## src/rtl/time_uart_reporter_pkg.sv

```systemverilog
// Shared constants for the time-of-day UART reporter.
// State encoding and ASCII bytes used by the formatter.
package time_uart_reporter_pkg;

    localparam logic [1:0] S_IDLE = 2'd0;
    localparam logic [1:0] S_LOAD = 2'd1;
    localparam logic [1:0] S_WAIT = 2'd2;

    localparam logic [7:0] ASCII_0     = 8'h30;
    localparam logic [7:0] ASCII_CR    = 8'h0D;
    localparam logic [7:0] ASCII_LF    = 8'h0A;
    localparam logic [7:0] ASCII_COLON = 8'h3A;

endpackage

```

## src/rtl/time_uart_reporter_bin2ascii2.sv

```systemverilog
// Two-digit binary-to-ASCII converter for values 0..63.
// Tens found by constant compare/subtract, no divider.
module bin2ascii2
    import time_uart_reporter_pkg::*;
(
    input  logic [5:0] value,
    output logic [7:0] tens_ascii,
    output logic [7:0] ones_ascii
);

    logic [2:0] tens;
    logic [5:0] rem;

    // Pick the largest multiple of ten not above the value
    always_comb begin
        tens = 3'd0;
        rem  = value;
        if (value >= 6'd60) begin
            tens = 3'd6;
            rem  = value - 6'd60;
        end else if (value >= 6'd50) begin
            tens = 3'd5;
            rem  = value - 6'd50;
        end else if (value >= 6'd40) begin
            tens = 3'd4;
            rem  = value - 6'd40;
        end else if (value >= 6'd30) begin
            tens = 3'd3;
            rem  = value - 6'd30;
        end else if (value >= 6'd20) begin
            tens = 3'd2;
            rem  = value - 6'd20;
        end else if (value >= 6'd10) begin
            tens = 3'd1;
            rem  = value - 6'd10;
        end
    end

    assign tens_ascii = ASCII_0 + {5'd0, tens};
    assign ones_ascii = ASCII_0 + {2'd0, rem};

endmodule

```

## src/rtl/time_uart_reporter.sv

```systemverilog
// Snapshots hour/min/sec on a trigger and streams "HH:MM:SS"
// (optionally CR LF) to a UART TX over a start/done handshake.
module time_uart_reporter
    import time_uart_reporter_pkg::*;
#(
    parameter bit         SEND_CRLF = 1'b1,
    parameter logic [7:0] SEP_CHAR  = 8'h3A
) (
    input  logic       clk,
    input  logic       reset,
    input  logic       i_trig,
    input  logic [5:0] i_sec,
    input  logic [5:0] i_min,
    input  logic [4:0] i_hour,
    input  logic       i_tx_done,
    output logic       o_tx_start,
    output logic [7:0] o_tx_data,
    output logic       o_busy
);

    localparam logic [3:0] LAST_IDX = SEND_CRLF ? 4'd9 : 4'd7;

    logic [1:0] state;
    logic [3:0] idx;
    logic [4:0] snap_hour;
    logic [5:0] snap_min;
    logic [5:0] snap_sec;
    logic [7:0] h1, h0, m1, m0, s1, s0;
    logic [7:0] byte_sel;

    bin2ascii2 u_hour (
        .value      ({1'b0, snap_hour}),
        .tens_ascii (h1),
        .ones_ascii (h0)
    );

    bin2ascii2 u_min (
        .value      (snap_min),
        .tens_ascii (m1),
        .ones_ascii (m0)
    );

    bin2ascii2 u_sec (
        .value      (snap_sec),
        .tens_ascii (s1),
        .ones_ascii (s0)
    );

    // Select the message byte addressed by the index counter
    always_comb begin
        byte_sel = 8'h00;
        unique case (idx)
            4'd0:    byte_sel = h1;
            4'd1:    byte_sel = h0;
            4'd2:    byte_sel = SEP_CHAR;
            4'd3:    byte_sel = m1;
            4'd4:    byte_sel = m0;
            4'd5:    byte_sel = SEP_CHAR;
            4'd6:    byte_sel = s1;
            4'd7:    byte_sel = s0;
            4'd8:    byte_sel = ASCII_CR;
            4'd9:    byte_sel = ASCII_LF;
            default: byte_sel = 8'h00;
        endcase
    end

    // Sequencer: snapshot on trigger, then one byte per done pulse
    always_ff @(posedge clk) begin
        if (reset) begin
            state     <= S_IDLE;
            idx       <= 4'd0;
            snap_hour <= 5'd0;
            snap_min  <= 6'd0;
            snap_sec  <= 6'd0;
        end else begin
            unique case (state)
                S_IDLE: begin
                    if (i_trig) begin
                        snap_hour <= i_hour;
                        snap_min  <= i_min;
                        snap_sec  <= i_sec;
                        idx       <= 4'd0;
                        state     <= S_LOAD;
                    end
                end
                S_LOAD: state <= S_WAIT;
                S_WAIT: begin
                    if (i_tx_done) begin
                        if (idx == LAST_IDX) begin
                            idx   <= 4'd0;
                            state <= S_IDLE;
                        end else begin
                            idx   <= idx + 4'd1;
                            state <= S_LOAD;
                        end
                    end
                end
                default: state <= S_IDLE;
            endcase
        end
    end

    assign o_tx_start = (state == S_LOAD);
    assign o_busy     = (state != S_IDLE);
    assign o_tx_data  = (state == S_IDLE) ? 8'h00 : byte_sel;

endmodule
```

## config.mk

```make
export PLATFORM = sky130hd
export DESIGN_NAME = time_uart_reporter
export DESIGN_NICKNAME = d
export VERILOG_FILES = /design/src/rtl/time_uart_reporter_pkg.sv /design/src/rtl/time_uart_reporter_bin2ascii2.sv /design/src/rtl/time_uart_reporter.sv
export SDC_FILE = /design/constraint.sdc
export NUM_CORES = 1
export LEC_CHECK = 0
export CAP_MARGIN = 20
export CELL_PAD_IN_SITES_DETAIL_PLACEMENT = 1
export CELL_PAD_IN_SITES_GLOBAL_PLACEMENT = 2
export CORE_MARGIN = 2
export CORE_UTILIZATION = 33
export CTS_CLUSTER_SIZE = 12
export DETAILED_ROUTE_END_ITERATION = 8
export PLACE_DENSITY = 0.84
export SYNTH_ARGS = -nofsm -noshare
export SYNTH_HDL_FRONTEND = slang
export SYNTH_SLANG_ARGS = --single-unit
export TNS_END_PERCENT = 1
```

## constraint.sdc

```tcl
create_clock -name clk -period 3.83 [get_ports clk]
set_input_delay 0.766 -clock clk [delete_from_list [all_inputs] [get_ports clk]]
set_output_delay 0.766 -clock clk [all_outputs]
set_load 0.03 [all_outputs]
```

* After elaboration in Yosys (flattened, before gate mapping)
Index checks and enable logic that the tools add are counted.
Storage, ports and cells: bits in registers 23, input bits 21, word-level logic and storage cells 115
Operators by class: $add $sub $neg 25, magnitude comparators 18, equality and inequality tests 13, muxes and demuxes 46, reduce and logical (&&, ||, !) cells 8
Operators by type and width (count):
- 6-bit 2-to-1 mux | 18
- 8-bit case mux with 9 select lines | 1
- 3-bit 2-to-1 mux | 15
- 6-bit >= comparator (second input constant) | 6
- 6-bit subtractor (second input constant) | 6
- 6-bit by 5-bit >= comparator with 1-bit output (second input constant) | 4
- 6-bit by 5-bit subtractor with 6-bit output (second input constant) | 4
- 6-bit by 3-bit adder with 7-bit output (first input constant) | 3
- 6-bit by 6-bit adder with 7-bit output (first input constant) | 3
- 5-bit by 6-bit >= comparator with 1-bit output (second input constant) | 3
- 5-bit by 6-bit subtractor with 6-bit output (second input constant) | 3
- 4-bit by 3-bit equality test with 1-bit output (second input constant) | 4
- 6-bit by 4-bit >= comparator with 1-bit output (second input constant) | 2
- 4-bit 2-to-1 mux | 3
- 5-bit by 5-bit subtractor with 6-bit output (second input constant) | 2
- 6-bit by 4-bit subtractor with 6-bit output (second input constant) | 2
- 5-bit >= comparator (second input constant) | 2
- 4-bit by 2-bit equality test with 1-bit output (second input constant) | 2
- 4-bit equality test (second input constant) | 2
- 8-bit 2-to-1 mux | 1
- 4-bit case mux with 2 select lines | 1
- 2-bit case mux with 3 select lines | 1
- 5-bit by 4-bit subtractor with 6-bit output (second input constant) | 1
- 5-bit by 4-bit >= comparator with 1-bit output (second input constant) | 1
- 13 further kinds | 20

* Longest topological paths before layout
Gate-level depths: netlist (run 1).
depth after elaboration 10, mapped depth 12, depth with buffers taken out 11

* Cells and area by module
Synthesis (run 1) repeated with hierarchy kept, for this count alone.
Second synthesis, totals: cells, all modules 541, area total of the unflattened synthesis 4027.6 µm²
By module, submodules not included:
- bin2ascii2 | times used 3, cells each 113, area an instance 843.3 µm², sequential area each 0.0 µm²
- time_uart_reporter | times used 1, cells each 202, area an instance 1497.7 µm², sequential area each 460.4 µm²

* Worst setup path before layout (run 1)
Ideal clock, no wire load.
path kind register to output, start register snap_min[3], end output port o_tx_data[5], arrival time 3.087 ns, setup slack -0.023 ns, stages on the path, launching flop included 12, path buffers 1, cells stage by stage dfxtp_1 -> clkbuf_1 -> inv_1 -> ha_1 -> a21bo_2 -> a21oi_1 -> nor3_1 -> a221oi_1 -> nor4_1 -> nor4b_1 -> ha_1 -> a211oi_1
Between the ends: word-level cells in the longest chain between the ends 10, elaborated cells on any way between the ends 28
RTL lines:
- from (decl) | RTL line time_uart_reporter.sv:26 | logic [5:0] snap_min;
- from (signal assigned) | RTL line time_uart_reporter.sv:80 | snap_min <= i_min;
- 6-bit by 4-bit subtractor with 6-bit output / 6-bit by 4-bit >= comparator with 1-bit output (equally long branches) | RTL line time_uart_reporter_bin2ascii2.sv:35, time_uart_reporter_bin2ascii2.sv:33
- 6-bit 2-to-1 mux / 1-bit 2-to-1 mux (equally long branches) | RTL line time_uart_reporter_bin2ascii2.sv:33 | end else if (value >= 6'd10) begin
- 6-bit 2-to-1 mux / 3-bit 2-to-1 mux (equally long branches) | RTL line time_uart_reporter_bin2ascii2.sv:30 | end else if (value >= 6'd20) begin
- 6-bit 2-to-1 mux / 3-bit 2-to-1 mux (equally long branches) | RTL line time_uart_reporter_bin2ascii2.sv:27 | end else if (value >= 6'd30) begin
- 6-bit 2-to-1 mux / 3-bit 2-to-1 mux (equally long branches) | RTL line time_uart_reporter_bin2ascii2.sv:24 | end else if (value >= 6'd40) begin
- 6-bit 2-to-1 mux / 3-bit 2-to-1 mux (equally long branches) | RTL line time_uart_reporter_bin2ascii2.sv:21 | end else if (value >= 6'd50) begin
- 6-bit 2-to-1 mux / 3-bit 2-to-1 mux (equally long branches) | RTL line time_uart_reporter_bin2ascii2.sv:18 | if (value >= 6'd60) begin
- 6-bit by 6-bit adder with 7-bit output / 6-bit by 3-bit adder with 7-bit output (equally long branches) | RTL line time_uart_reporter_bin2ascii2.sv:40, time_uart_reporter_bin2ascii2.sv:39
- 8-bit case mux with 9 select lines (*) | RTL line time_uart_reporter.sv:52 | unique case (idx)
- 8-bit 2-to-1 mux (*) | RTL line time_uart_reporter.sv:105 | assign o_tx_data = (state == S_IDLE) ? 8'h00 : byte_sel;
- to (decl) | RTL line time_uart_reporter.sv:17 | output logic [7:0] o_tx_data,
Every way passes the cells marked *; elsewhere a longest branch is shown, timed or not.

* Final worst setup path (run 1)
Ends and elaborated chain as after synthesis.

==> impl_metrics.py, run 1 <==
metrics = {
    "worst_setup_path": {
        "crit_slowest_cell": "a211oi_1",
        "worstPathArrival_ns": 3.01,
        "crit_path_start_kind": "register",
        "worstSetupPathDepth": 10,
        "slowest_delay_ns": 0.38,
        "crit_fanout": 10,
        "critPathBufInv": 2,
        "worstRegToRegCells": 4,
        "path_delay_family": "compound AO/OA/AOI/OAI gates",
        "end_kind": "output port",
        "required_ns": 3.06,
        "path_class": "register to output port",
        "cp_cell_sequence": "buf_4 > ha_1 > a211oi_1 > mux2i_1 > a221oi_1 > nor4_2 > nor4b_2 > ha_1 > a211oi_2 > buf_4",
    },
    "routing": {
        "postRouteAntennaNets": 0,
        "routed_wl_um": 10700,
        "via_per_inst": 5.87,
        "drc": 0,
        "drt-initial-drc-count": 95,
        "dr_total_vias": 3428,
        "post_drt_wl_per_cell_um": 18.3,
        "dr_wl_met2_um": 5250,
        "top_layer": "met4",
        "dr_wl_met3_um": 258,
        "firstDrtPassIters": 4,
        "wirelength_met1_um": 5040,
    },
    "power": {
        "combinationalPowerShare": 0.426,
        "p_leak_nw": 1.50,
        "internal_power_uw": 470,
        "clockPowerShare": 0.203,
        "swShare": 0.393,
        "seqPwrFrac": 0.372,
        "p_total_uw": 774,
        "switchingPower_uw": 304,
        "power.density_nw_per_um2": 203,
        "ir_drop_uv": 106,
    },
    "yosys": {
        "seq_area_frac_synth": 0.149,
        "ys.flop_type": "dfxtp_1",
        "synth.distinct_cells": 65,
        "ys_async_sr_fraction": 0,
        "avgSynthCellArea_um2": 7.00,
        "ys_warn_count": 0,
        "ys_ff_latch": 23,
        "syn_inst": 440,
        "synth_fp_nets": 494,
        "synth_edf_count": 0,
        "syn-cell-area_um2": 3080,
    },
    "placed_design": {
        "place_hpwl_um": 8050,
        "preCtsSetupSlack_ns": 0.0515,
        "numPortBuffers": 29,
        "globalplace.congestion": 0.843,
    },
    "clock_tree": {
        "cts_inserted_buffers": 3,
        "cts_sinks": 23,
        "clkLatencyLatePin_ns": 0.27,
        "cts_max_path_buffers": 2,
        "cts_tree": "done",
        "cts_hold_buf": 0,
        "clk_pin_slew_ns": 0.09,
        "root_buffer": "clkbuf_8",
        "ctsHtreeMaxLevel": 1,
    },
    "cells_and_area": {
        "final_nets": 528,
        "multi_input_area_um2": 2580,
        "drive_above_1_share": 0.178,
        "nFillCells": 1153,
        "utilization": 0.417,
        "seq_area_um2": 475,
        "area.growth.synth_to_final_pct": 23.7,
        "diodes": 0,
    },
    "grt": {
        "grt-ovfl-total": 0,
        "antenna_found_initial": 0,
        "first_global_vias": 3483,
        "grtUsageTotal": 0.212,
        "grt_max_degree": 24,
        "grt_pass1_wl_um": 17500,
    },
    "timing": {
        "rsz0062_at_grt": "yes",
        "clock.fmax_mhz": 265,
        "maxSlewHeadroom": 0.397,
        "period_needed_ns": 3.78,
        "worst_slack_ns": 0.0515,
        "fin_crit_sh": 0.987,
        "report.final.slew_viol_count": 0,
        "finClkSkew_ns": 0.00401,
        "tightestPinTransition_ns": 0.902,
        "hold_violations": 0,
        "setup_viol": 0,
    },
    "run": {
        "drv_cap": 0,
    },
    "worst_hold_path": {
        "hold_class": "register to register",
        "whs_path_depth": 2,
    },
    "floorplan": {
        "ios": 31,
        "chipHeight_um": 101,
        "start_util": 0.337,
        "rows": 35,
        "coreArea_um2": 9150,
        "die_w_um": 101,
        "die-area_um2": 10100,
    },
    "outcome": {
        "status": "finished clean",
    },
}
repair_timing:
item / CTS / global route
gates resized for setup: 13 / 32
endpoints found under the setup margin: 5 / 6
buffers inserted: 0 / 8
pin swaps: 0 / 3
final cells by class:
class	instances	share of cell area
multi-input cells	368	0.676
repair buffers	56	0.127
inverters	22	0.0236
well taps	111	0.0364
clock inverters	1	0.00131
flip-flops and latches	23	0.125
clock buffers	3	0.0108
power by group through the flow:
| stage | combinational [mW] | sequential (mW) | clock [mW] |
|---|---|---|---|
| finish | 0.329 | 0.288 | 0.157 |
| global route | 0.362 | 0.291 | 0.176 |
| CTS | 0.303 | 0.286 | 0.167 |
| detailed placement | 0.299 | 0.291 | 0 |
| global placement | 0.290 | 0.289 | 0 |
| floorplan | 0.215 | 0.271 | 0 |
cells by family after synthesis:
family | count (synthesis) | share of synthesized area
other cells | 1 | 0.00122
mux | 3 | 0.00974
fa+ha+maj | 33 | 0.134
xor+xnor | 9 | 0.0256
compound gates | 157 | 0.349
flops | 23 | 0.149
buf+inv | 49 | 0.0641
simple gates | 165 | 0.267
synthesized netlist by cell type, types with 7 or more instances:
| cell | number | share of area |
|---|---|---|
| inv_1 | 22 | 0.027 |
| nand3_1 | 11 | 0.018 |
| a21oi_1 | 48 | 0.078 |
| nor3_1 | 10 | 0.016 |
| a31oi_1 | 12 | 0.024 |
| dfxtp_1 | 23 | 0.15 |
| a211oi_1 | 9 | 0.022 |
| nor2_1 | 31 | 0.038 |
| nand2b_1 | 7 | 0.014 |
| o31ai_1 | 8 | 0.019 |
| nand2_1 | 61 | 0.074 |
| clkbuf_1 | 18 | 0.022 |
| ha_1 | 33 | 0.13 |
| o21ai_0 | 21 | 0.034 |
| buf_2 | 8 | 0.013 |
registers in the layout, summed over array words and instances, names as in the netlist:
name       count
snap_sec       6
snap_hour      5
idx            4
state          2
snap_min       6
worst min-delay path, stage by stage (launching register included):
cell     delay, ns
dfxtp_1       0.37
nand2_1       0.08
a21oi_1       0.06
path summary, 6_finish.rpt:
kind,from,endpoint,slack [ns]
max,snap_min[3],o_tx_data[5],0.05
min,snap_hour[0],snap_hour[0],0.55
min reg2reg,snap_hour[0],snap_hour[0],0.55
max reg2reg,state[1],snap_sec[3],2.01
layout by cell type, fill, tap and decap left out, drive strengths merged, types with 4 or more instances in the layout:
cell           count
a211oi             9
a21o               4
a21oi             49
a221oi             4
a2bb2oi            4
a31oi             12
a41oi              4
and2               5
and3               6
and3b              4
buf               31
clkdlybuf4s50     22
dfxtp             23
ha                33
inv               20
nand2             61
nand2b             7
nand3             11
nand3b             5
nor2              31
nor2b              4
nor3              12
nor4               5
o211ai             5
o21ai             24
o31a               4
o31ai              9
xnor2              6
layer usage:
| metal | track usage | up-vias |
|---|---|---|
| met5 | 0 | - |
| met4 | 0.0432 | 0 |
| met3 | 0.0125 | 12 |
| met2 | 0.364 | 52 |
| met1 | 0.291 | 1677 |
| li1 | - | 1687 |
through the flow:
step | hold slack, ns | cell area, um2 | TNS, ns | std cells
after floorplan | 0.471 | 3090 | 0 | 440
after CTS | 0.563 | 3610 | -0.0131 | 576
after global routing | 0.590 | 3810 | -0.0835 | 584
final | 0.551 | 3810 | 0 | 584
after global placement | 0.546 | 3530 | 0 | 572
after detailed placement | 0.550 | 3530 | 0 | 572
No activity file was read; power rests on OpenSTA's default activity.
==> inputs of run 2 (changes only) <==
--- a/config.mk
+++ b/config.mk
@@ -10,9 +10,8 @@
 export CELL_PAD_IN_SITES_GLOBAL_PLACEMENT = 2
 export CORE_MARGIN = 2
 export CORE_UTILIZATION = 33
-export CTS_CLUSTER_SIZE = 12
 export DETAILED_ROUTE_END_ITERATION = 8
-export PLACE_DENSITY = 0.84
+export PLACE_DENSITY = 0.92
 export SYNTH_ARGS = -nofsm -noshare
 export SYNTH_HDL_FRONTEND = slang
 export SYNTH_SLANG_ARGS = --single-unit
==> impl_metrics.py, run 2 (synthesis results as in run 1) <==
metrics = {
    "cells_and_area": {
        "post-route-cell-area_um2": 3710,
        "instances_no_fill": 577,
        "final_nets": 521,
        "drive_above_1_share": 0.150,
        "seq_area_um2": 468,
        "final_common_cell": "nand2_1",
        "layout_common_cells": "nand2_1 (61), a21oi_1 (46), nor2_1 (31), ha_1 (31), buf_4 (24)",
        "multi_input_area_um2": 2540,
        "area.growth.synth_to_final_pct": 20.4,
        "nFillCells": 1159,
        "top_regs": "snap_min (6), snap_sec (6), snap_hour (5)",
        "diodes": 0,
    },
    "worst_setup_path": {
        "worstPathArrival_ns": 3.02,
        "rrSetupSlack_ns": 2.01,
        "worstRegToRegCells": 4,
        "crit_fanout": 7,
        "required_ns": 3.06,
        "path_class": "register to output port",
        "end_kind": "output port",
        "crit_path_start_kind": "register",
    },
    "timing": {
        "report.final.slew_viol_count": 0,
        "worst_slack_ns": 0.0439,
        "tightestPinTransition_ns": 0.860,
        "finClkSkew_ns": 0.00346,
        "maxSlewHeadroom": 0.425,
        "rsz0062_at_grt": "yes",
        "setup_viol": 0,
        "period_needed_ns": 3.79,
        "hold_violations": 0,
        "clock.fmax_mhz": 264,
        "fin_crit_sh": 0.989,
    },
    "grt": {
        "grt_max_degree": 24,
        "grt_pass1_wl_um": 17100,
        "antenna_found_initial": 0,
        "grt-ovfl-total": 0,
        "grtUsageTotal": 0.207,
        "first_global_vias": 3498,
    },
    "clock_tree": {
        "cts_tree": "done",
        "root_buffer": "clkbuf_8",
        "clk_pin_slew_ns": 0.08,
        "ctsHtreeMaxLevel": 1,
        "cts_sinks": 23,
        "cts_max_path_buffers": 2,
        "cts_hold_buf": 0,
        "cts_inserted_buffers": 3,
        "clkLatencyLatePin_ns": 0.27,
    },
    "floorplan": {
        "rows": 35,
        "die-area_um2": 10100,
        "ios": 31,
        "coreArea_um2": 9150,
        "start_util": 0.337,
        "chipHeight_um": 101,
        "die_w_um": 101,
    },
    "routing": {
        "dr_total_vias": 3365,
        "via_per_inst": 5.83,
        "drc": 0,
        "drt-initial-drc-count": 96,
        "firstDrtPassIters": 4,
        "post_drt_wl_per_cell_um": 17.9,
        "postRouteAntennaNets": 0,
        "routed_wl_um": 10300,
    },
    "power": {
        "p_leak_nw": 1.47,
        "ir_drop_uv": 129,
        "power.density_nw_per_um2": 204,
    },
    "placed_design": {
        "dpl-instance-area_um2": 3540,
        "preCtsSetupSlack_ns": -0.153,
        "numPortBuffers": 29,
        "globalplace.congestion": 0.908,
        "place_hpwl_um": 8060,
        "place_inst": 573,
    },
    "run": {
        "drv_cap": 0,
    },
    "worst_hold_path": {
        "hold_class": "register to register",
        "whs_path_depth": 2,
    },
    "outcome": {
        "status": "finished clean",
    },
}
-- run 2: cell types whose count changed in the layout (fill, tap and decap cells not counted), moves of 2 or more --
cell        change
dfxtp_4         -2
inv_2           +2
o21ai_0         +2
clkinvlp_4      -2
dfxtp_1         +2
buf_4           -7
-- run 2: critical path: stages, from the launching register on --
cell and delay (ns):
dfxtp_1 0.37, inv_1 0.16, ha_1 0.17, inv_1 0.04
ha_1 0.20, a31o_2 0.28, a21oi_1 0.17, o22ai_1 0.09
o21ai_0 0.25, nor4b_4 0.26, ha_1 0.28, a211oi_2 0.25
buf_4 0.21
-- run 2: worst paths after layout --
kind,start,to
worst min register to register,snap_sec[2],snap_sec[2]
worst max-delay path,snap_hour[2],o_tx_data[5]
worst min-delay path,snap_sec[2],snap_sec[2]
worst max register to register,state[1],snap_sec[4]
-- run 2: final cells by class --
cell class,count,area share
clock inverters,1,0.00135
clock buffers,3,0.0111
well taps,111,0.0374
repair buffers,49,0.116
flip-flops and latches,23,0.126
inverters,22,0.0223
multi-input cells,368,0.685
-- run 2: timing repair --
action | 4_1_cts | 5_1_grt
buffers inserted | 0 | 0
setup endpoints to repair | 5 | 4
resized for setup | 24 | 6
pin swaps | 2 | 0
-- run 2: power breakdown --
group	internal [mW]	switching [mW]
Clock	0.0729	0.0824
Sequential	0.253	0.0316
Combinational	0.139	0.180
-- run 2: metal layers --
| layer | track usage | up-vias | part of all wire |
|---|---|---|---|
| li1 | - | 1666 | - |
| met1 | 0.261 | 1632 | 0.46 |
| met2 | 0.373 | 50 | 0.50 |
| met3 | 0.0146 | 17 | 0.022 |
| met4 | 0.0664 | 0 | 0.019 |
| met5 | 0 | - | 0 |
-- run 2: stage by stage --
stage	TNS, ns	hold slack [ns]	util	power (mW)
global placement	0	0.462	0.387	0.577
global route	-0.156	0.539	0.405	0.805
detailed placement	-0.153	0.477	0.387	0.589
finish	0	0.497	0.405	0.759
floorplan	0	0.471	-	0.486
CTS	-0.0348	0.501	0.401	0.759
==> inputs of run 3 (changes only) <==
--- a/config.mk
+++ b/config.mk
@@ -9,9 +9,10 @@
 export CELL_PAD_IN_SITES_DETAIL_PLACEMENT = 1
 export CELL_PAD_IN_SITES_GLOBAL_PLACEMENT = 2
 export CORE_MARGIN = 2
-export CORE_UTILIZATION = 33
+export CORE_UTILIZATION = 34
+export CTS_BUF_LIST = sky130_fd_sc_hd__clkbuf_4
 export DETAILED_ROUTE_END_ITERATION = 8
-export PLACE_DENSITY = 0.92
+export PLACE_DENSITY = 0.94
 export SYNTH_ARGS = -nofsm -noshare
 export SYNTH_HDL_FRONTEND = slang
 export SYNTH_SLANG_ARGS = --single-unit
==> constraint.sdc (replaced) <==
create_clock -name clk -period 3.83 [get_ports clk]
set_input_delay 0.766 -clock clk [delete_from_list [all_inputs] [get_ports clk]]
set_output_delay 0.766 -clock clk [all_outputs]
set_load 0.1 [all_outputs]
==> impl_metrics.py, run 3 (synthesis results as in run 1) <==
metrics = {
    "worst_hold_path": {
        "min_from": "snap_min[2]",
        "hold_class": "register to register",
    },
    "worst_setup_path": {
        "crit_fanout": 4,
        "crit_path_start_kind": "register",
        "r2r-start": "state[1]",
        "required_ns": 3.06,
        "startpoint": "snap_sec[3]",
        "end_kind": "output port",
        "worstPathArrival_ns": 3.10,
        "path_class": "register to output port",
        "crit_slowest_cell": "or3_1",
        "cp_cell_sequence": "buf_8 > ha_4 > nor3b_4 > or3_1 > o211ai_1 > a31oi_2 > a21oi_2 > nor4b_4 > ha_1 > a211oi_4 > buf_12",
        "slowest_delay_ns": 0.40,
    },
    "grt": {
        "grtUsageTotal": 0.211,
        "grt-ovfl-total": 0,
        "grt_max_degree": 24,
        "antenna_found_initial": 0,
        "first_global_vias": 3436,
        "grt_pass1_wl_um": 17300,
    },
    "floorplan": {
        "ios": 31,
        "chipHeight_um": 99.2,
        "rows": 34,
        "start_util": 0.352,
        "die_w_um": 99.2,
        "coreArea_um2": 8760,
        "die-area_um2": 9840,
    },
    "timing": {
        "period_needed_ns": 3.86,
        "hold_violations": 0,
        "clock.fmax_mhz": 259,
        "finClkSkew_ns": 0.0112,
        "report.final.slew_viol_count": 0,
        "worst_slack_ns": -0.0341,
        "tightestPinTransition_ns": 0.970,
        "fin_crit_sh": 1.01,
        "setup_viol": 1,
        "maxSlewHeadroom": 0.351,
        "rsz0062_at_grt": "yes",
    },
    "clock_tree": {
        "root_buffer": "clkbuf_4",
        "cts_sinks": 23,
        "clkLatencyLatePin_ns": 0.33,
        "cts_tree": "done",
        "cts_inserted_buffers": 3,
        "clk_pin_slew_ns": 0.15,
        "ctsHtreeMaxLevel": 1,
        "cts_max_path_buffers": 2,
    },
    "run": {
        "drv_cap": 0,
    },
    "cells_and_area": {
        "drive_above_1_share": 0.210,
        "final_nets": 532,
        "area.growth.synth_to_final_pct": 29.2,
        "nFillCells": 1102,
        "top_regs": "snap_min (6), snap_sec (6), snap_hour (5)",
        "instances_no_fill": 585,
        "seq_area_um2": 474,
        "multi_input_area_um2": 2650,
        "diodes": 0,
        "post-route-cell-area_um2": 3980,
        "layout_common_cells": "nand2_1 (61), a21oi_1 (45), nor2_1 (30), buf_4 (29), ha_1 (23)",
        "final_common_cell": "nand2_1",
    },
    "routing": {
        "drt-initial-drc-count": 168,
        "dr_total_vias": 3510,
        "firstDrtPassIters": 5,
        "routed_wl_um": 11100,
        "via_per_inst": 6.00,
        "postRouteAntennaNets": 0,
        "drc": 0,
        "post_drt_wl_per_cell_um": 19.0,
    },
    "power": {
        "ir_drop_uv": 126,
        "p_total_uw": 797,
        "power.density_nw_per_um2": 200,
        "p_leak_nw": 1.50,
    },
    "placed_design": {
        "place_inst": 572,
        "globalplace.congestion": 0.918,
        "dpl-instance-area_um2": 3650,
        "numPortBuffers": 29,
        "place_hpwl_um": 8170,
    },
    "outcome": {
        "violations": "setup timing",
        "status": "complete, but fails checks",
    },
}
run 3: changes by cell type in the layout (fill, tap and decap cells not counted), sizes merged:
cell           delta
dlymetal6s2s      -1
dlygate4sd2       -1
clkdlybuf4s50     -1
buf              +14
run 3: stage by stage:
stage	utilization	hold WS (ns)	setup WS (ns)	TNS, ns
after floorplan	-	0.471	-0.492	-1.72
after global placement	0.417	0.516	0.0927	0
after detailed placement	0.417	0.535	0.0133	0
after CTS	0.432	0.523	0.00165	0
after global routing	0.454	0.573	-0.160	-0.209
final	0.454	0.537	-0.0341	-0.0341
run 3: layout make-up:
class / instances / share of cell area
tap: 108 / 0.0339
clock inverter: 1 / 0.00126
timing repair buffer: 60 / 0.152
inverter: 22 / 0.0220
clock buffer: 3 / 0.00566
multi-input combinational: 368 / 0.666
sequential: 23 / 0.119
run 3: timing repair:
item,4_1_cts,5_1_grt
resized for setup,29,29
setup buffers,0,9
setup endpoints to repair,2,2
pin swaps,2,14
hold buffers,0,0
run 3: report_power, final:
part           switching, mW  internal [mW]  leakage [nW]
combinational          0.230          0.162          1.29
clock                 0.0853         0.0392        0.0177
sequential            0.0278          0.253         0.191
total                  0.343          0.454          1.50
run 3: worst paths after layout:
check | depth (start not counted) | to | slack (ns)
max | 11 | o_tx_data[5] | -0.03
min | 2 | snap_min[2] | 0.54
max reg2reg | 4 | snap_sec[2] | 1.93
min reg2reg | 2 | snap_min[2] | 0.54
run 3: critical path: cells and delay by family (launching register included):
| family | cells | cell delay (ns) |
|---|---|---|
| AO/OA/AOI/OAI | 4 | 0.89 |
| adder cells (fa/ha/maj) | 2 | 0.49 |
| buffers and inverters | 2 | 0.35 |
| flip-flops | 1 | 0.39 |
| AND/OR/NAND/NOR | 3 | 0.64 |
run 3: per-layer routing:
layer	global-route usage	part of all wire	vias to the layer above
li1	-	-	1686
met1	0.289	0.45	1720
met2	0.364	0.50	88
met3	0.0183	0.042	16
met4	0.0432	0.016	0
met5	0	0	-
